$ cat config.mk
export PLATFORM = sky130hd
export DESIGN_NAME = dsp_symbol_upsampler
export DESIGN_NICKNAME = d
export VERILOG_FILES = /design/src/rtl/qam_dsp_pkg.sv /design/src/rtl/qam_level_scaler.sv /design/src/rtl/dsp_symbol_upsampler.sv
export SDC_FILE = /design/constraint.sdc
export NUM_CORES = 1
export LEC_CHECK = 0
export ABC_AREA = 1
export BUFFER_PORTS_ARGS = -buffer_cell sky130_fd_sc_hd__buf_2
export CAP_MARGIN = 20
export CORE_ASPECT_RATIO = 1.4
export CORE_MARGIN = 5
export CORE_UTILIZATION = 58
export CTS_CLUSTER_DIAMETER = 40
export DETAILED_ROUTE_END_ITERATION = 16
export PLACE_DENSITY = 0.95
export SETUP_SLACK_MARGIN = 0.02
export SLEW_MARGIN = 15
export SYNTH_ARGS = -nofsm -noshare
export SYNTH_HDL_FRONTEND = slang
export SYNTH_SLANG_ARGS = --single-unit
$ cat constraint.sdc
create_clock -name dsp_clk -period 2.5 [get_ports dsp_clk]
set_input_delay 0.375 -clock dsp_clk [delete_from_list [all_inputs] [get_ports dsp_clk]]
set_output_delay 0.375 -clock dsp_clk [all_outputs]
set_load 0.02 [all_outputs]
$ cat src/rtl/qam_dsp_pkg.sv
// Shared types and constants for the 64-QAM DSP-side symbol path.
// Ports: none (package only).
// Holds the upsampler state encoding and the legal I/Q level range.
package qam_dsp_pkg;

    typedef enum logic [1:0] {
        IDLE   = 2'd0,
        RUN    = 2'd1,
        STARVE = 2'd2
    } state_t;

    localparam int IQ_W      = 4;
    localparam int LEVEL_MIN = -7;
    localparam int LEVEL_MAX = 7;

endpackage

$ cat src/rtl/qam_level_scaler.sv
// Maps one two's complement I/Q level nibble to a scaled signed sample.
// Ports: code (nibble in), level (OUT_W signed out). Purely combinational.
// The unused code -8 clamps to -7; other codes scale by 2^(OUT_W-IQ_W).
module qam_level_scaler
    import qam_dsp_pkg::*;
#(
    parameter int OUT_W = 8
) (
    input  logic [IQ_W-1:0]         code,
    output logic signed [OUT_W-1:0] level
);

    localparam int SH = OUT_W - IQ_W;
    localparam logic signed [IQ_W-1:0] MIN_CODE = IQ_W'(LEVEL_MIN);

    logic signed [IQ_W-1:0] lvl;

    always_comb begin
        lvl = $signed(code);
        if (lvl < MIN_CODE) begin
            lvl = MIN_CODE;
        end
    end

    // Appending zeros is the sign-extend-then-shift-left of the level.
    assign level = {lvl, {SH{1'b0}}};

endmodule

$ cat src/rtl/dsp_symbol_upsampler.sv
// Upsamples 64-QAM symbols from the CDC FIFO into OSR samples per symbol.
// Ports: dsp_clk/rst_dsp, enable, hold_mode, FIFO read side (fifo_data_out,
// fifo_empty, fifo_read_enable), sample stream (sample_i/q, sample_valid,
// sample_ready), symbol_count and underrun_count status.
module dsp_symbol_upsampler
    import qam_dsp_pkg::*;
#(
    parameter int OSR   = 4,
    parameter int OUT_W = 8,
    parameter int CNT_W = 16
) (
    input  logic                    dsp_clk,
    input  logic                    rst_dsp,
    input  logic                    enable,
    input  logic                    hold_mode,
    input  logic [7:0]              fifo_data_out,
    input  logic                    fifo_empty,
    output logic                    fifo_read_enable,
    output logic signed [OUT_W-1:0] sample_i,
    output logic signed [OUT_W-1:0] sample_q,
    output logic                    sample_valid,
    input  logic                    sample_ready,
    output logic [CNT_W-1:0]        symbol_count,
    output logic [7:0]              underrun_count
);

    localparam int PH_W = $clog2(OSR);
    localparam logic [PH_W-1:0] LAST_PHASE = PH_W'(OSR - 1);

    state_t          state, state_nxt;
    logic [PH_W-1:0] phase, phase_nxt;
    logic [7:0]      cur_sym;
    logic [7:0]      next_sym;
    logic            next_valid;
    logic            read_capture;   // FIFO data is on fifo_data_out this cycle
    logic            load_cur;
    logic            starve_entry;
    logic            fire;
    logic            avail;
    logic            read_issue;
    logic            show_sym;
    logic signed [OUT_W-1:0] scaled_i, scaled_q;

    qam_level_scaler #(.OUT_W(OUT_W)) u_scale_i (.code(cur_sym[7:4]), .level(scaled_i));
    qam_level_scaler #(.OUT_W(OUT_W)) u_scale_q (.code(cur_sym[3:0]), .level(scaled_q));

    assign sample_valid = (state != IDLE);
    assign fire         = sample_valid && sample_ready;
    // A symbol landing from the FIFO this cycle counts as available (bypass).
    assign avail        = next_valid || read_capture;
    // At most one read in flight, and only into an empty prefetch slot.
    assign read_issue   = enable && !fifo_empty && !next_valid
                          && !fifo_read_enable && !read_capture;
    assign show_sym     = (state == RUN) && (hold_mode || (phase == '0));
    assign sample_i     = show_sym ? scaled_i : '0;
    assign sample_q     = show_sym ? scaled_q : '0;

    always_comb begin
        state_nxt    = state;
        phase_nxt    = phase;
        load_cur     = 1'b0;
        starve_entry = 1'b0;
        case (state)
            IDLE: begin
                if (enable && next_valid) begin
                    state_nxt = RUN;
                    phase_nxt = '0;
                    load_cur  = 1'b1;
                end
            end
            RUN, STARVE: begin
                if (fire) begin
                    if (phase == LAST_PHASE) begin
                        phase_nxt = '0;
                        // With enable low the period ends in IDLE and any
                        // prefetched symbol waits for re-enable.
                        if (enable && avail) begin
                            state_nxt = RUN;
                            load_cur  = 1'b1;
                        end else if (enable) begin
                            state_nxt    = STARVE;
                            starve_entry = 1'b1;
                        end else begin
                            state_nxt = IDLE;
                        end
                    end else begin
                        phase_nxt = phase + PH_W'(1);
                    end
                end
            end
            default: begin
                state_nxt = IDLE;
                phase_nxt = '0;
            end
        endcase
    end

    always_ff @(posedge dsp_clk or posedge rst_dsp) begin
        if (rst_dsp) begin
            state            <= IDLE;
            phase            <= '0;
            cur_sym          <= '0;
            next_sym         <= '0;
            next_valid       <= 1'b0;
            read_capture     <= 1'b0;
            fifo_read_enable <= 1'b0;
            symbol_count     <= '0;
            underrun_count   <= '0;
        end else begin
            state            <= state_nxt;
            phase            <= phase_nxt;
            fifo_read_enable <= read_issue;
            read_capture     <= fifo_read_enable;

            if (load_cur) begin
                cur_sym    <= next_valid ? next_sym : fifo_data_out;
                next_valid <= 1'b0;
            end else if (read_capture) begin
                next_sym   <= fifo_data_out;
                next_valid <= 1'b1;
            end

            if ((state == RUN) && fire && (phase == '0)) begin
                symbol_count <= symbol_count + CNT_W'(1);
            end

            if (starve_entry && (underrun_count != 8'hFF)) begin
                underrun_count <= underrun_count + 8'd1;
            end
        end
    end

endmodule

==> results.cfg, run 1 <==
[status]
outcome = completed

[synthesis]
synth_cell_types = 27
synth_top_area_frac = 0.468
syn_inst = 300
synth_top_area_cell = dfrtp_1
ys.warnings.count = 0
avgSynthCellArea_um2 = 8.38
synth_fa_ha_area_frac = 0.0448
synth_top_family_by_area = simple AND/OR/NAND/NOR gates
synth_mux_area_frac = 0.0318
yosys.area_share.simple = 0.273
synth_xor_xnor_area_share = 0.0517
netlist_area_mm2 = 0.00251
seq_area_frac_synth = 0.468
ys_ff_latch = 47
yosys-top-cells-area = dfrtp_1 47%, nand2_1 13%, nor2_1 4.9%
synth_compound_gate_area_share = 0.0453

[clock_tree]
clk_latency_ns = 0.30
cts_root_buf = clkbuf_8
cts_tree = done
ctsHoldBuffers = 0
clkSinkCount = 47
post_cts_buffers = 0
htree_levels = 2
cts_made_buffers = 5
cts.clk_slew.worst_paths_ns = 0.08
clockBufferDepth = 2
ctsResizeCount = 0

[global_routing]
grt_pass1_wl_mm = 8.82
grt_pass1_vias = 2027
grtUsageTotal = 0.198
grt_max_degree = 30
grt_overflow = 0
grt_antenna_before_repair = 0

[sta]
skew_ns = 0.00975
fin_crit_sh = 0.818
slew_violations = 0
max_slew_margin = 0.596
finalCriticalPeriod_ns = 2.05
rsz0062_at_grt = no
fmax_mhz = 489
tns_ns = 0
tightest_slew_ns = 0.606
setup_violations = 0
hold_viol = 0

[placement]
hpwl_mm = 3.99
gp_congestion = 0.844
port_buffers = 47

[worst_setup_path]
crit_chain = o31ai_1, ha_1, inv_1, nand2_1, nor2_1, buf_2
crit_arrival_ns = 1.67
worstSetupPathType = register to primary output
crit_path_top_delay_cell = dfrtp_1
path_delay_family = flip-flops
slowest_delay_ns = 0.40
startpoint_type = register
crit_buf_inv = 2
cp.required_ns = 2.12
worstPathMaxFanout = 3
cp-end-kind = primary output

[route]
wl_mm = 5.12
detail_route.wl_per_cell_um = 13.0
drt_pass1_iterations = 4
drt_iter0_drc = 85
ant_nets = 0
drc = 0
vias_per_cell = 5.32
vias = 2098

[floorplanning]
die_x_um = 65.7
dieArea_mm2 = 0.00577
initial_core_util = 0.598
core-area_mm2 = 0.00420
core.rowCount = 28
die_h_um = 87.9
io_pins = 56

[layout]
drive_above_1_share = 0.186
fin_nets = 372
syn2layout_area_growth_pct = 12.6
nFillCells = 329
fin_util = 0.674
diodes = 0

[power_and_ir_drop]
vdd_ir_drop_max_uv = 568
leakage_uw = 0.00154
power_density_mw_per_mm2 = 982

[flow_run]
maxCapViolations = 0

[worst_hold_path]
hold_path.class = input pin to async pin
==> stage by stage <==
step                setup WS (ns)  cells  hold slack [ns]  total power (µW)  instance area, µm²
finish                      0.455    394           0.0448              2780                2830
global route                0.222    394           0.0795              3020                2830
CTS                         0.427    394           0.0556              2800                2830
detailed placement          0.557    387            0.383              2260                2730
global placement            0.602    387            0.372              2190                2730
floorplan                   0.848    307            0.442              1980                2540
==> Yosys cell counts <==
| master | instances |
|---|---|
| conb_1 | 1 |
| nand4_1 | 4 |
| o31ai_1 | 2 |
| nor3_1 | 3 |
| inv_2 | 1 |
| o21ai_1 | 7 |
| nand3_1 | 19 |
| dfrtp_1 | 47 |
| nand2_2 | 3 |
| mux2i_1 | 8 |
| buf_4 | 8 |
| xor2_2 | 1 |
| o21ai_0 | 9 |
| inv_1 | 26 |
| buf_6 | 4 |
| nand2_1 | 89 |
| a2bb2oi_1 | 1 |
| xnor2_1 | 6 |
| ha_1 | 9 |
| a21oi_1 | 2 |
| nor2_1 | 33 |
| nor2_4 | 2 |
| nand3b_1 | 4 |
| buf_2 | 1 |
| nor2_2 | 2 |
| nand3_2 | 1 |
| xor2_1 | 7 |
==> flip-flops by register name (all words and copies together), names as in the netlist <==
signal            cells
underrun_count        8
fifo_read_enable      1
symbol_count         16
cur_sym               8
read_capture          1
phase                 2
state                 2
next_valid            1
next_sym              8
==> area by class of cell <==
| class | count | area (µm²) | area share |
|---|---|---|---|
| sequential | 47 | 1180 | 0.415 |
| multi-input combinational | 220 | 1150 | 0.407 |
| timing repair buffer | 48 | 243 | 0.0857 |
| inverter | 27 | 101 | 0.0358 |
| clock buffer | 6 | 72.6 | 0.0256 |
| tap | 45 | 56.3 | 0.0199 |
| clock inverter | 1 | 30.0 | 0.0106 |
==> logic make-up (layout without fill, tap and decap cells) <==
kind of cell / count (synthesis) / after routing
fa+ha+maj: 9 / 9
xor+xnor: 14 / 14
flops: 47 / 47
buf+inv: 40 / 82
simple gates: 160 / 160
other cells: 1 / 8
mux: 8 / 8
compound gates: 21 / 21
==> where the power goes <==
| group | internal (µW) | leakage (µW) | total (µW) | switching [µW] |
|---|---|---|---|---|
| combinational | 390 | 0.000878 | 1070 | 685 |
| clock | 293 | 0.0000513 | 531 | 238 |
| sequential | 961 | 0.000613 | 1180 | 216 |
| total | 1640 | 0.00154 | 2780 | 1140 |
==> layout by cell type, fill, tap and decap left out <==
cell	n
nand3b_1	4
nor3_1	3
clkbuf_1	1
xor2_1	7
nand4_1	4
xnor2_1	6
nand3_2	1
o21ai_0	9
ha_1	9
nand2_1	89
a2bb2oi_1	1
inv_1	25
mux2i_1	8
nand2_2	3
dfrtp_1	47
clkbuf_8	5
nor2_4	2
nand3_1	19
xor2_2	1
nor2_2	2
conb_1	8
buf_4	1
buf_2	47
bufinv_16	1
a21oi_1	2
o21ai_1	7
o31ai_1	2
nor2_1	33
inv_2	2
==> metal layers <==
metal	GRT usage	part of all wire
met2	0.352	0.52
met4	0.0755	0.021
met3	0.0436	0.047
met1	0.229	0.41
met5	0	0
==> worst paths after layout <==
kind,startpoint,cells past startpoint,endpoint,slack (ns)
worst min register to register,fifo_read_enable,0,read_capture,0.40
min in group dsp_clk,fifo_empty,2,fifo_read_enable,0.23
worst max-delay path,cur_sym[2],6,sample_q[5],0.45
max in group asynchronous,rst_dsp,3,state[1],1.75
worst min-delay path,rst_dsp,2,symbol_count[12],0.04
worst max register to register,state[0],11,next_sym[7],0.52
No activity file was read; power rests on OpenSTA's default activity.
==> run 2, diff against run 1 <==
CORE_UTILIZATION = 54   (was 58)
PLACE_DENSITY = 0.92   (was 0.95)
clock period = 2.15 ns   (was 2.5 ns; I/O delays follow)
==> run 2 against run 1 <==
Against the previous run:
- sequential share of layout area is 0.70 points lower
- via count is 1.1% lower
- clock power is 17% higher
- die area is 6.4% higher
- critical endpoint is now sample_q[6]
- largest cell class unchanged
==> results.cfg, run 2 (synthesis results as in run 1) <==
[global_routing]
grt_max_degree = 48
grt_overflow = 0
grtUsageTotal = 0.186
grt_antenna_before_repair = 0
grt_pass1_wl_mm = 8.95
grt_pass1_vias = 2051

[clock_tree]
cts_made_buffers = 5
clkSinkCount = 47
cts_tree = done
post_cts_buffers = 0
clockBufferDepth = 2
cts.clk_slew.worst_paths_ns = 0.08
cts_root_buf = clkbuf_8
clk_latency_ns = 0.29
htree_levels = 2

[power_and_ir_drop]
vdd_ir_drop_max_uv = 439
leakage_uw = 0.00156
power_density_mw_per_mm2 = 1130

[floorplanning]
dieArea_mm2 = 0.00614
core-area_mm2 = 0.00454
die_h_um = 90.7
core.rowCount = 29
initial_core_util = 0.554
die_x_um = 67.7
io_pins = 56

[layout]
nFillCells = 384
syn2layout_area_growth_pct = 14.6
layout_common_cells = 89 x nand2_1, 47 x dfrtp_1, 47 x buf_2
drive_above_1_share = 0.193
multiInputGateArea_mm2 = 0.00116
regArea_mm2 = 0.00118
fin_nets = 375
largest_reg_flops = 16
stdcell_count = 414
final_common_cell = nand2_1
top_register = symbol_count
diodes = 0

[placement]
port_buffers = 47
pre_cts_ws_ns = 0.274
hpwl_mm = 3.99
dp_cells = 407
gp_congestion = 0.820

[worst_setup_path]
crit_arrival_ns = 1.67
worstPathMaxFanout = 8
crit_chain = inv_1, ha_1, o21ai_1, nor2_1, buf_2
slowest_delay_ns = 0.45
cp.required_ns = 1.83
cp-end-kind = primary output
path_delay_family = compound AO/OA/AOI/OAI gates
startpoint_type = register
crit_buf_inv = 2
worstSetupPathType = register to primary output
crit_path_top_delay_cell = o21ai_1

[route]
vias = 2074
drt_pass1_iterations = 5
wl_mm = 5.24
detail_route.wl_per_cell_um = 12.6
drt_iter0_drc = 113
ant_nets = 0
vias_per_cell = 5.01
drc = 0

[sta]
slew_violations = 0
fin_crit_sh = 0.927
finalCriticalPeriod_ns = 1.99
tns_ns = 0
tightest_slew_ns = 0.586
rsz0062_at_grt = no
fmax_mhz = 502
finalWorstSetupSlack_ns = 0.157
hold_viol = 0
max_slew_margin = 0.609
skew_ns = 0.00416
setup_violations = 0

[worst_hold_path]
hold_path.class = input pin to async pin

[flow_run]
maxCapViolations = 0

[status]
outcome = completed
## run 2: cell types whose count changed in the layout (fill, tap and decap cells not counted), sizes merged
cell  change
buf       +3
## run 2: worst min-delay path, delay by kind of cell
kind | cells | cell delay (ns)
buf+inv | 3 | 0.61
## run 2: per-layer routing
layer,part of all wire,GRT usage,routed length [µm],vias up
met2,0.53,0.323,2780,50
met1,0.40,0.214,2080,975
met3,0.044,0.0324,232,13
met4,0.027,0.0880,140,0
li1,-,-,-,1036
met5,0,0,0,-
## run 2: through the flow
stage | area, µm² | utilization | hold WS, ns | power (µW)
after floorplan | 2540 | - | 0.394 | 2310
final | 2880 | 0.635 | 0.169 | 3260
after global placement | 2770 | 0.612 | 0.383 | 2580
after CTS | 2880 | 0.634 | 0.160 | 3280
after global routing | 2880 | 0.635 | 0.169 | 3520
after detailed placement | 2770 | 0.612 | 0.388 | 2650
## run 2: path summary, 6_finish.rpt
check,endpoint,slack [ns],startpoint,cells after the start
hold reg to reg,read_capture,0.41,fifo_read_enable,0
max in group asynchronous,symbol_count[1],1.59,rst_dsp,3
setup / recovery,sample_q[6],0.16,phase[0],5
min in group dsp_clk,fifo_read_enable,0.17,fifo_empty,2
setup reg to reg,next_sym[2],0.28,state[0],11
hold / removal,cur_sym[0],0.17,rst_dsp,3
## run 2: timing repair
action | 4_1_cts | 5_1_grt
setup endpoints to repair | 0 | 1
gates resized for setup | 0 | 1
hold buffers | 0 | 0
## run 2: where the power goes
part | switching, µW | internal [µW]
Combinational | 845 | 476
Clock | 280 | 341
Sequential | 197 | 1120
## run 2: area by class of cell
| cell class | instances | share of cell area |
|---|---|---|
| Clock inverter | 1 | 0.0104 |
| Tap cell | 62 | 0.0269 |
| Inverter | 27 | 0.0352 |
| Clock buffer | 6 | 0.0252 |
| Multi-Input combinational cell | 220 | 0.402 |
| Timing Repair Buffer | 51 | 0.0921 |
| Sequential cell | 47 | 0.408 |
==> run 3, diff against run 2 <==
PLACE_DENSITY = default   (was 0.92)
PLACE_DENSITY_LB_ADDON = 0.2   (was default)
==> run 3 against run 2 <==
Against the previous run:
- routed wire length decreased by 4.2%
- critical path depth increased by 1
- power increased by 3.9%
- hold slack got worse by 0.10 ns
- clock skew increased by 0.0047 ns
- combinational power about the same
- non-clock buffer count decreased by 1
- critical path type unchanged
- largest cell class unchanged
==> results.cfg, run 3 (synthesis results as in run 1) <==
[status]
outcome = completed

[worst_setup_path]
worstPathMaxFanout = 3
startpoint_type = register
cp.required_ns = 1.83
worstSetupPathType = register to primary output
crit_arrival_ns = 1.64
cp-end-kind = primary output

[sta]
max_slew_margin = 0.616
tightest_slew_ns = 0.575
finalWorstSetupSlack_ns = 0.184
skew_ns = 0.00882
setup_violations = 0
fin_crit_sh = 0.915
finalCriticalPeriod_ns = 1.97
slew_violations = 0
tns_ns = 0
rsz0062_at_grt = no
fmax_mhz = 509
hold_viol = 0

[global_routing]
grt_overflow = 0
gr-max-usage-layer = met2
grtUsageMet2 = 0.305
grt_pass1_vias = 1994
grt_util_met3 = 0.0436
grt_max_degree = 27
grtUsageTotal = 0.178
grt_pass1_wl_mm = 8.60
grt_antenna_before_repair = 0
met1_usage = 0.205

[clock_tree]
cts_tree = done
clockBufferDepth = 2
ctsHoldBuffers = 0
htree_levels = 2
cts_root_buf = clkbuf_8
clk_latency_ns = 0.30
cts.clk_slew.worst_paths_ns = 0.09
clkSinkCount = 47
post_cts_buffers = 0
cts_made_buffers = 5

[worst_hold_path]
hold_path.class = input pin to async pin

[placement]
dp_cells = 406
pre_cts_ws_ns = 0.258
port_buffers = 47
hpwl_mm = 3.79
gp_congestion = 0.825

[route]
vias_per_cell = 4.95
drc = 0
ant_nets = 0
drt_iter0_drc = 89
wl_mm = 5.01
detail_route.wl_per_cell_um = 12.1
vias = 2048
drt_pass1_iterations = 4

[layout]
top_register = symbol_count
layout_common_cells = 89 x nand2_1, 47 x dfrtp_1, 47 x buf_2
drive_above_1_share = 0.196
final_common_cell = nand2_1
diodes = 0
largest_reg_flops = 16
multiInputGateArea_mm2 = 0.00116
fin_nets = 374
regArea_mm2 = 0.00118
stdcell_count = 414
nFillCells = 392
syn2layout_area_growth_pct = 15.9

[floorplanning]
core-area_mm2 = 0.00454
io_pins = 56
die_h_um = 90.7
core.rowCount = 29
initial_core_util = 0.554
dieArea_mm2 = 0.00614
die_x_um = 67.7

[power_and_ir_drop]
vdd_ir_drop_max_uv = 643
power_density_mw_per_mm2 = 1160
leakage_uw = 0.00157

[flow_run]
maxCapViolations = 0
run 3: cell count changes in the layout (fill, tap and decap cells not counted):
| cell | before | now |
|---|---|---|
| buf_4 | 4 | 2 |
| nor2_2 | 1 | 2 |
| buf_12 | 0 | 1 |
| bufinv_16 | 1 | 2 |
| o21ai_2 | 0 | 1 |
| nor2_4 | 3 | 2 |
| o21ai_1 | 7 | 6 |
run 3: final timing paths:
path / endpoint / slack, ns / depth (start not counted) / startpoint
min in group dsp_clk: fifo_read_enable / 0.16 / 2 / fifo_empty
max in group asynchronous: symbol_count[10] / 1.55 / 3 / rst_dsp
max: sample_i[6] / 0.18 / 6 / cur_sym[4]
max reg2reg: underrun_count[4] / 0.23 / 10 / state[0]
min reg2reg: read_capture / 0.42 / 0 / fifo_read_enable
min: state[0] / 0.07 / 2 / rst_dsp
run 3: routing by layer:
layer	vias to the layer above	part of all wire
li1	1034	-
met1	952	0.40
met2	51	0.52
met3	11	0.054
met4	0	0.022
met5	-	0
run 3: worst max-delay path, stage by stage (launching register included):
cell and delay (ns):
dfrtp_1 0.41, o31ai_1 0.26, ha_1 0.29, inv_1 0.08, nand2_1 0.05, nor2_1 0.09, buf_2 0.17
run 3: layout make-up:
type / count / area share
sequential: 47 / 0.403
clock inverter: 2 / 0.0206
inverter: 27 / 0.0348
tap: 62 / 0.0266
multi-input combinational: 220 / 0.397
timing repair buffer: 50 / 0.0927
clock buffer: 6 / 0.0249
run 3: repair_timing:
item	in CTS	in global routing
hold endpoints to repair	0	0
endpoints found under the setup margin	0	3
resized for setup	0	1
run 3: through the flow:
stage / hold WS [ns] / util / area, µm² / power (µW)
final: 0.0676 / 0.643 / 2920 / 3380
after detailed placement: 0.405 / 0.613 / 2780 / 2640
after global placement: 0.409 / 0.613 / 2780 / 2590
after CTS: 0.0807 / 0.642 / 2910 / 3410
after floorplan: 0.394 / - / 2540 / 2310
after global routing: 0.111 / 0.643 / 2920 / 3630
run 3: where the power goes:
group / internal, µW / switching (µW) / leakage (µW)
registers: 1120 / 196 / 0.000613
logic: 477 / 831 / 0.000893
clock network: 465 / 297 / 0.0000654
total: 2060 / 1320 / 0.00157
